===== src/rtl/cache_line_ctrl_pkg.sv =====
// ---------------------------------------------------------------------------
// cache_line_ctrl_pkg
// Shared definitions for the cache line miss sequencer:
//   - FSM state encoding (3 bits)
//   - line geometry (words per line, word offset width)
//   - low-order address assembly: a word address is {tag, index, word, 1'b0}
// ---------------------------------------------------------------------------
package cache_line_ctrl_pkg;

  localparam int WORDS_PER_LINE = 4;
  localparam int WORD_W         = $clog2(WORDS_PER_LINE);
  localparam int STATE_W        = 3;

  typedef enum logic [STATE_W-1:0] {
    ST_IDLE     = 3'd0,
    ST_WB       = 3'd1,
    ST_RD_ISSUE = 3'd2,
    ST_RD_WAIT  = 3'd3,
    ST_FIN      = 3'd4
  } state_t;

  // Low bits of a memory address: word offset followed by a zero byte bit.
  // Callers prepend {tag, index}.
  function automatic logic [WORD_W:0] word_lsbs(input logic [WORD_W-1:0] word);
    return {word, 1'b0};
  endfunction

endpackage


===== src/rtl/cache_line_ctrl_line_word_counter.sv =====
// ---------------------------------------------------------------------------
// line_word_dff / line_word_counter
// line_word_dff     : single flop, async active-low reset.
// line_word_counter : word-offset counter over one cache line, built from
//                     line_word_dff cells. Wraps naturally after the last word.
// Ports (counter):
//   clk, rst (active-low async), clr (sync clear, wins over en),
//   en (advance by one), cnt (current word), last (cnt is the final word)
// ---------------------------------------------------------------------------
module line_word_dff (
  input  logic clk,
  input  logic rst,
  input  logic d,
  output logic q
);

  always_ff @(posedge clk or negedge rst) begin
    if (!rst) q <= 1'b0;
    else      q <= d;
  end

endmodule

module line_word_counter
  import cache_line_ctrl_pkg::*;
(
  input  logic              clk,
  input  logic              rst,
  input  logic              clr,
  input  logic              en,
  output logic [WORD_W-1:0] cnt,
  output logic              last
);

  logic [WORD_W-1:0] cnt_next;

  always_comb begin
    cnt_next = cnt;
    if (clr)     cnt_next = '0;
    else if (en) cnt_next = cnt + 1'b1;
  end

  generate
    for (genvar gi = 0; gi < WORD_W; gi++) begin : g_bit
      line_word_dff u_dff (
        .clk (clk),
        .rst (rst),
        .d   (cnt_next[gi]),
        .q   (cnt[gi])
      );
    end
  endgenerate

  assign last = &cnt;

endmodule


===== src/rtl/cache_line_ctrl.sv =====
// ---------------------------------------------------------------------------
// cache_line_ctrl
// Miss-handling sequencer between the cache tag/data arrays and main memory.
// On an accepted miss it optionally writes back the dirty victim (4 words),
// then issues 4 pipelined reads, writes each returned word into the data
// array and finally sets tag/valid for the line.
// Ports:
//   clk, rst (async, active-low)
//   req_valid/req_dirty/req_tag_victim/req_tag_new/req_index : miss request
//   req_ack        : combinational accept pulse in the IDLE cycle
//   mem_wr/mem_rd/mem_addr : one-word memory strobe and its address
//   mem_stall      : memory refused the strobe; the same word is reissued
//   mem_rd_valid   : one read word returned, in issue order
//   cache_word/cache_wr : data-array word offset and write strobe
//   cache_valid_set: write tag, valid=1, dirty=0 at the latched index
//   busy, done     : FSM not idle / one-cycle completion pulse
// ---------------------------------------------------------------------------
module cache_line_ctrl
  import cache_line_ctrl_pkg::*;
#(
  parameter int TAG_W  = 5,
  parameter int IDX_W  = 8,
  parameter int ADDR_W = TAG_W + IDX_W + 3
) (
  input  logic              clk,
  input  logic              rst,
  input  logic              req_valid,
  input  logic              req_dirty,
  input  logic [TAG_W-1:0]  req_tag_victim,
  input  logic [TAG_W-1:0]  req_tag_new,
  input  logic [IDX_W-1:0]  req_index,
  output logic              req_ack,
  output logic              mem_wr,
  output logic              mem_rd,
  output logic [ADDR_W-1:0] mem_addr,
  input  logic              mem_stall,
  input  logic              mem_rd_valid,
  output logic [WORD_W-1:0] cache_word,
  output logic              cache_wr,
  output logic              cache_valid_set,
  output logic              busy,
  output logic              done
);

  state_t             state_reg;
  logic [TAG_W-1:0]   tag_victim_reg;
  logic [TAG_W-1:0]   tag_new_reg;
  logic [IDX_W-1:0]   index_reg;

  logic               accept;
  logic               issue_en;
  logic               ret_en;
  logic [WORD_W-1:0]  issue_cnt;
  logic [WORD_W-1:0]  ret_cnt;
  logic               issue_last;
  logic               ret_last;

  assign accept   = (state_reg == ST_IDLE) && req_valid;
  // Only strobing states consume mem_stall; only read states accept returns.
  assign issue_en = ((state_reg == ST_WB) || (state_reg == ST_RD_ISSUE)) && !mem_stall;
  assign ret_en   = ((state_reg == ST_RD_ISSUE) || (state_reg == ST_RD_WAIT)) && mem_rd_valid;

  line_word_counter u_issue_cnt (
    .clk  (clk),
    .rst  (rst),
    .clr  (accept),
    .en   (issue_en),
    .cnt  (issue_cnt),
    .last (issue_last)
  );

  line_word_counter u_ret_cnt (
    .clk  (clk),
    .rst  (rst),
    .clr  (accept),
    .en   (ret_en),
    .cnt  (ret_cnt),
    .last (ret_last)
  );

  always_ff @(posedge clk or negedge rst) begin
    if (!rst) begin
      state_reg      <= ST_IDLE;
      tag_victim_reg <= '0;
      tag_new_reg    <= '0;
      index_reg      <= '0;
    end else begin
      case (state_reg)
        ST_IDLE: begin
          if (req_valid) begin
            tag_victim_reg <= req_tag_victim;
            tag_new_reg    <= req_tag_new;
            index_reg      <= req_index;
            state_reg      <= req_dirty ? ST_WB : ST_RD_ISSUE;
          end
        end
        ST_WB: begin
          if (!mem_stall && issue_last) state_reg <= ST_RD_ISSUE;
        end
        ST_RD_ISSUE: begin
          // With a zero-gap return the last word can come back in the same
          // cycle its read is accepted; skip RD_WAIT in that case.
          if (!mem_stall && issue_last)
            state_reg <= (ret_en && ret_last) ? ST_FIN : ST_RD_WAIT;
        end
        ST_RD_WAIT: begin
          if (ret_en && ret_last) state_reg <= ST_FIN;
        end
        ST_FIN:  state_reg <= ST_IDLE;
        default: state_reg <= ST_IDLE;
      endcase
    end
  end

  // Strobes decode directly from the registered state and counters, so they
  // hold steady through a stall without any extra bookkeeping.
  always_comb begin
    mem_wr          = (state_reg == ST_WB);
    mem_rd          = (state_reg == ST_RD_ISSUE);
    mem_addr        = '0;
    case (state_reg)
      ST_WB:       mem_addr = {tag_victim_reg, index_reg, word_lsbs(issue_cnt)};
      ST_RD_ISSUE: mem_addr = {tag_new_reg, index_reg, word_lsbs(issue_cnt)};
      default:     mem_addr = '0;
    endcase
    cache_word      = (state_reg == ST_WB) ? issue_cnt : ret_cnt;
    cache_wr        = ret_en;
    cache_valid_set = (state_reg == ST_FIN);
    done            = (state_reg == ST_FIN);
    busy            = (state_reg != ST_IDLE);
    // req_valid may be high while reset is held; keep the ack quiet then.
    req_ack         = rst && accept;
  end

endmodule

===== config.mk =====
export PLATFORM = sky130hd
export DESIGN_NAME = cache_line_ctrl
export DESIGN_NICKNAME = d
export VERILOG_FILES = /design/src/rtl/cache_line_ctrl_pkg.sv /design/src/rtl/cache_line_ctrl_line_word_counter.sv /design/src/rtl/cache_line_ctrl.sv
export SDC_FILE = /design/constraint.sdc
export NUM_CORES = 1
export LEC_CHECK = 0
export CAP_MARGIN = 15
export CORE_UTILIZATION = 31
export CTS_CLUSTER_SIZE = 20
export DETAILED_ROUTE_END_ITERATION = 12
export MAX_ROUTING_LAYER = met4
export PLACE_DENSITY = 0.66
export SYNTH_ARGS = -nofsm -noshare
export SYNTH_HDL_FRONTEND = slang
export SYNTH_SLANG_ARGS = --single-unit

===== constraint.sdc =====
create_clock -name clk -period 2.2 [get_ports clk]
set_input_delay 0.33 -clock clk [delete_from_list [all_inputs] [get_ports clk]]
set_output_delay 0.33 -clock clk [all_outputs]
set_load 0.1 [all_outputs]

==> results of run 1 <==
-- Yosys cell counts --
| cell | instances | area [um^2] |
|---|---|---|
| o32ai_1 | 2 | 17.5 |
| or3_4 | 1 | 11.3 |
| a21oi_1 | 1 | 5.00 |
| nor2b_1 | 1 | 6.26 |
| mux2_2 | 5 | 56.3 |
| buf_6 | 1 | 11.3 |
| and2_1 | 11 | 68.8 |
| a22oi_1 | 5 | 37.5 |
| mux2i_1 | 3 | 30.0 |
| nor2_1 | 16 | 60.1 |
| buf_2 | 2 | 10.0 |
| buf_4 | 2 | 15.0 |
| or2b_4 | 1 | 11.3 |
| a221o_1 | 1 | 10.0 |
| and2b_1 | 2 | 15.0 |
| a21oi_2 | 1 | 8.76 |
| xnor2_1 | 2 | 17.5 |
| buf_8 | 1 | 15.0 |
| a211oi_4 | 1 | 20.0 |
| conb_1 | 1 | 3.75 |
| nand2b_1 | 2 | 12.5 |
| nor2_8 | 1 | 20.0 |
| buf_12 | 1 | 20.0 |
| dfrtp_1 | 25 | 626 |
| nand2_1 | 3 | 11.3 |
| nor3b_1 | 1 | 7.51 |
| inv_1 | 3 | 11.3 |
| mux2_4 | 15 | 225 |
| ha_1 | 2 | 25.0 |
-- final cells by class --
type	instances	area (um^2)	share of cell area, %
inverters	3	11.3	0.503
multi-input cells	78	731	32.7
repair buffers	52	761	34.0
clock buffers	4	45.0	2.01
flip-flops and latches	25	627	28.0
well taps	50	62.6	2.80
-- metal layers --
metal	routed length [um]	global-route usage [%]	up-vias
met3	117	2.47	6
met5	0	-	-
met2	1570	23.7	35
met1	1340	19.3	512
met4	62	7.40	0
li1	-	-	476
-- worst max-delay path by stage --
stage                                        start             to  slack (ps)  cells after the start
after global routing      state_reg[1]$_DFFE_PN0P_  cache_word[1]          30                      4
after floorplan           state_reg[2]$_DFFE_PN0P_           done        -130                      3
after global placement    state_reg[0]$_DFFE_PN0P_    mem_addr[2]         310                      4
final                     state_reg[1]$_DFFE_PN0P_  cache_word[1]          80                      4
after CTS                 state_reg[0]$_DFFE_PN0P_    mem_addr[9]          10                      4
after detailed placement  state_reg[0]$_DFFE_PN0P_    mem_addr[1]         220                      4
-- stage by stage --
step           setup WS (ps)  hold slack (ps)
2_1_floorplan           -131             34.4
3_3_place_gp             310              494
3_5_place_dp             223              484
4_1_cts                 14.7              463
5_1_grt                 25.6              480
6_report                82.9              455
-- critical path, stage by stage (launching register included) --
cell and delay, ps:
dfrtp_1 490, or2b_4 340, nor2_4 190, mux2_4 330, buf_12 170
-- cells in the final DEF, fill, tap and decap left out, types with 3 or more instances in the layout --
master           instances
a22oi_1                  5
and2_1                  10
buf_12                  25
buf_4                    4
clkbuf_8                 3
clkdlybuf4s50_1         23
dfrtp_1                 24
inv_1                    3
mux2_2                   3
mux2_4                  17
mux2i_1                  3
nand2_1                  3
nor2_1                   9
nor2_2                   6
-- logic make-up after synthesis --
family | Yosys count | share of synthesized area [%]
AOI/OAI and AO/OA | 11 | 7.12
xor gates and xnor gates | 2 | 1.26
adders and majority gates | 2 | 1.80
buffers and inverters | 10 | 5.95
DFF | 25 | 45.0
muxes | 23 | 22.4
other | 1 | 0.270
and+or+nand+nor | 39 | 16.1
==> summary.md, run 1 <==
| Metric | Value |
|---|---|
| Core Area | between 0.004 and 0.005 mm^2 |
| All-Layer GR Usage | between 10% and 20% |
| Port bufs | 47 |
| Worst r2r src | state_reg[1]$_DFFE_PN0P_ |
| Vias per cell | 4.85 |
| Mapped Nets | ~140 |
| Non-Filler Instances | around 210 |
| Dpl cells | about 210 |
| Worst-Skew Late Latency | roughly 260 ps |
| Synth Instances | roughly 110 |
| Final Cell Area | roughly 0.0022 mm^2 |
| Maxcap violations | 0 |
| DRT Pass-1 Iters | 4 |
| Final hold vios | 0 |
| Max Slew Vio Count | 0 |
| CTS Hold Buffers Added | 0 |
| Crit Path Category | flop to primary output |
| #FFs+latches synth | 25 |
| NumNets Final | 189 |
| Rows | 23 |
| Placed inst area | ~0.0022 mm^2 |
| Num CTS Buffers | 3 |
| Synth Cell Area | 0.00139 mm^2 |
| Synth Area per Inst | 12.3 um^2 |
| CTS tree | done |
| DP HPWL | roughly 2400 um |
| Starting Density | 33.5% |
| Global-route wire length before repair | between 5000 and 6000 um |
| Clock slew at reported path FFs | roughly 90 ps |
| HP Class | primary input to async pin |
| CTS max path bufs | 2 |
| Synth cell types | 29 |
| Endpoint of the worst-slack reg-to-reg timing path | tag_victim_reg[4]$_DFFE_PN0P_ |
| Tcrit/Tclk final | 96.2% |
| Die Wd | slightly below 70 um |
| Die H | about 69 um |
| P&R area growth vs syn | 61.1% |
| Crit-path max FO | 8 |
| Final core occ | 54.0% |
| Setup TNS | 0 ps |
| Synth warn | 0 |
| Initial DRC Count | 32 |
| Clock Sinks | 25 |
| Vias in the first global route | 1080 |
| Flop2flop setup slack | around 420 ps |
| H-tree Lvls | 1 |
| Min Tclk post-route | around 2100 ps |
| Antenna Cells | 0 |
| Fmax | around 470 MHz |
| Total global routing overflow | 0 |
| Arrival time worst endpoint | between 1500 and 2000 ps |
| Nature of the critical path startpoint | flop |
| DR DRC count | 0 |
| Initial antenna violation count | 0 |
| Crit path capture type | primary output |
| Status | finished, final reports clean |
| RSZ-0062 raised after global routing | false |
| Final setup violation count | 0 |
| Layout cells sized above 1 | approximately two fifths |
| Seq/Total Area, Yosys | roughly 45% |
| Pin count of the biggest net entering global routing | 26 |
| WP data required | ~1900 ps |
| Routed wire per std cell | around 15 um |
| DRT antenna net count | 0 |
| Max FFs per register | 8 |
| Reg2reg path depth | 4 |
| Die area | between 0.004 and 0.005 mm^2 |
| Post-cts sizing count | 1 |
| Total vias in the final route | around 1000 |
| Final WL | about 3100 um |
| Clk root buf | clkbuf_8 |
| Final Wtd Congestion | roughly 0.83 |
| Post-CTS Setup Bufs | 0 |
| FILL cells | between 300 and 400 |
| Skew final | roughly 4.2 ps |
| Top Ports | 49 |
Power of run 1 is left out: the tool's default activity adds up to more than one toggle a clock period on the data nets, which glitch-free logic cannot reach.
==> inputs of run 2 (changes only) <==
Settings changed: GPL_ROUTABILITY_DRIVEN set to 1.
==> results of run 2 <==
Same layout as run 1: the final DEF is identical, and so are final timing and power.
Power of run 2 is left out for the same reason.
==> inputs of run 3 (changes only) <==
Settings changed: CORE_MARGIN set to 2.
==> run 3 against run 2 <==
Net effect:
- first-iteration DRC count grew 53%
- non-clock buffer count unchanged
- global-route usage down 1.4 points
- core utilization fell by 2.5 points
- register-to-register slack lost 30 ps
- count of clock-buffer cells in the layout unchanged
- wire length fell by 1.3%
- via count shrank 2.3%
- sequential cell count is the same
- final cell count rose by 0.94%
- clock skew down 1.7 ps
- critical path type unchanged
==> summary.md, run 3 (synthesis gave the netlist of run 1 again) <==
| Metric | Value |
|---|---|
| Max FFs per register | 8 (unchanged) |
| Most frequent cells in the layout | 24 x dfrtp_1, 24 x buf_12, 23 x clkdlybuf4s50_1 |
| Die area | 0.00503 mm^2 (+5.9%) |
| Total global routing overflow | 0 (unchanged) |
| HP Class | primary input to async pin |
| CTS max path bufs | 2 (unchanged) |
| Routed wire per std cell | 14.2 um (-2.2%) |
| Skew final | 2.53 ps (-1.71 ps) |
| Die Wd | 70.9 um (+2.9%) |
| Final setup violation count | 0 (unchanged) |
| Layout cells sized above 1 | 41.4% (unchanged) |
| Min Tclk post-route | 2100 ps (-17.1 ps) |
| Crit Path Category | flop to primary output |
| Crit path capture type | primary output |
| Multi-input gate area | 731 um^2 (unchanged) |
| Final Wtd Congestion | 0.711 (-14%) |
| WP data required | 1870 ps (about the same) |
| Tcrit/Tclk final | 95.5% (-0.78 points) |
| Core Area | 0.00432 mm^2 (+4.3%) |
| H-tree Lvls | 1 (unchanged) |
| Global-route wire length before repair | 5340 um (+5.5%) |
| Maxcap violations | 0 (unchanged) |
| Crit path setup slack, layout | 100 ps (+17.1 ps) |
| Arrival time worst endpoint | 1770 ps (-20 ps) |
| Vias in the first global route | 1091 (+1.0%) |
| DRT Pass-1 Iters | 4 (unchanged) |
| Crit-path max FO | 10 (+2) |
| Vias per cell | 4.70 (-3.2%) |
| RSZ-0062 raised after global routing | false |
| P&R area growth vs syn | 60.4% |
| Clk root buf | clkbuf_8 |
| Post-cts sizing count | 2 (+1) |
| Clock Sinks | 25 (unchanged) |
| FILL cells | 388 (+8.7%) |
| Final hold vios | 0 (unchanged) |
| Max Slew Vio Count | 0 (unchanged) |
| Dpl cells | 210 (+0.96%) |
| Port bufs | 47 (unchanged) |
| Pin count of the biggest net entering global routing | 26 (unchanged) |
| Register area | 627 um^2 (unchanged) |
| DRT antenna net count | 0 (unchanged) |
| DR DRC count | 0 (unchanged) |
| Initial DRC Count | 49 (+53%) |
| Final core occ | 51.5% (-2.5 points) |
| Worst slack at placement | 211 ps (-11.6 ps) |
| Nature of the critical path startpoint | flop |
| Post-CTS Setup Bufs | 0 (unchanged) |
| CTS tree | done |
| Fmax | 476 MHz (+0.81%) |
| Top Ports | 49 (unchanged) |
| Num CTS Buffers | 3 (unchanged) |
| NumNets Final | 189 (unchanged) |
| Non-Filler Instances | 214 (+0.94%) |
| Status | finished, final reports clean |
| Worst-Skew Late Latency | 270 ps (about the same) |
| Die H | 70.9 um (+2.9%) |
| Initial antenna violation count | 0 (unchanged) |
| Clock slew at reported path FFs | 80 ps (about the same) |
| Total vias in the final route | 1005 (-2.3%) |
| Starting Density | 32.1% (-1.4 points) |
| CTS Hold Buffers Added | 0 (unchanged) |
| Final WL | 3050 um (-1.3%) |
| DP HPWL | 2460 um (+2.6%) |
| Rows | 24 (+4.3%) |
| Antenna Cells | 0 (unchanged) |
| All-Layer GR Usage | 13.8% (-1.4 points) |
==> run 3: cell counts in the layout (fill, tap and decap cells not counted) <==
Identical to the previous run, type by type.
==> run 3: area by class of cell <==
class | instances | share of cell area, %
inverters | 3 | 0.506
well taps | 52 | 2.92
multi-input cells | 78 | 32.8
clock buffers | 4 | 2.02
flip-flops and latches | 25 | 28.1
repair buffers | 52 | 33.6
==> run 3: critical path, stage by stage, from the launching register on <==
cell and delay, ps:
dfrtp_2 470, or2b_4 340, nor2_4 190, mux2_4 330, buf_12 170
==> run 3: path summary, 6_finish.rpt <==
path / startpoint / to / slack, ps / cells after the start
max: state_reg[0]$_DFFE_PN0P_ / cache_word[1] / 100 / 4
min reg2reg: tag_victim_reg[4]$_DFFE_PN0P_ / tag_victim_reg[4]$_DFFE_PN0P_ / 510 / 1
max reg2reg: state_reg[0]$_DFFE_PN0P_ / index_reg[7]$_DFFE_PN0P_ / 390 / 4
min: rst / index_reg[7]$_DFFE_PN0P_ / 470 / 2
min in group clk: tag_victim_reg[4]$_DFFE_PN0P_ / tag_victim_reg[4]$_DFFE_PN0P_ / 510 / 1
max in group asynchronous: rst / state_reg[0]$_DFFE_PN0P_ / 1460 / 2
==> run 3: through the flow <==
step	area [um^2]	setup TNS (ps)	hold WS, ps
floorplan	1430	-162	34.4
global placement	2170	0	490
detailed placement	2170	0	485
CTS	2230	0	480
global route	2230	0	509
finish	2230	0	474
==> run 3: layer usage <==
layer / vias to the layer above / routed length [um] / GRT usage, %
met3: 3 / 224 / 4.84
li1: 477 / - / -
met1: 494 / 1230 / 16.2
met4: 0 / 19 / 2.52
met2: 31 / 1570 / 23.2
met5: - / 0 / -
Power of run 3 is left out for the same reason.
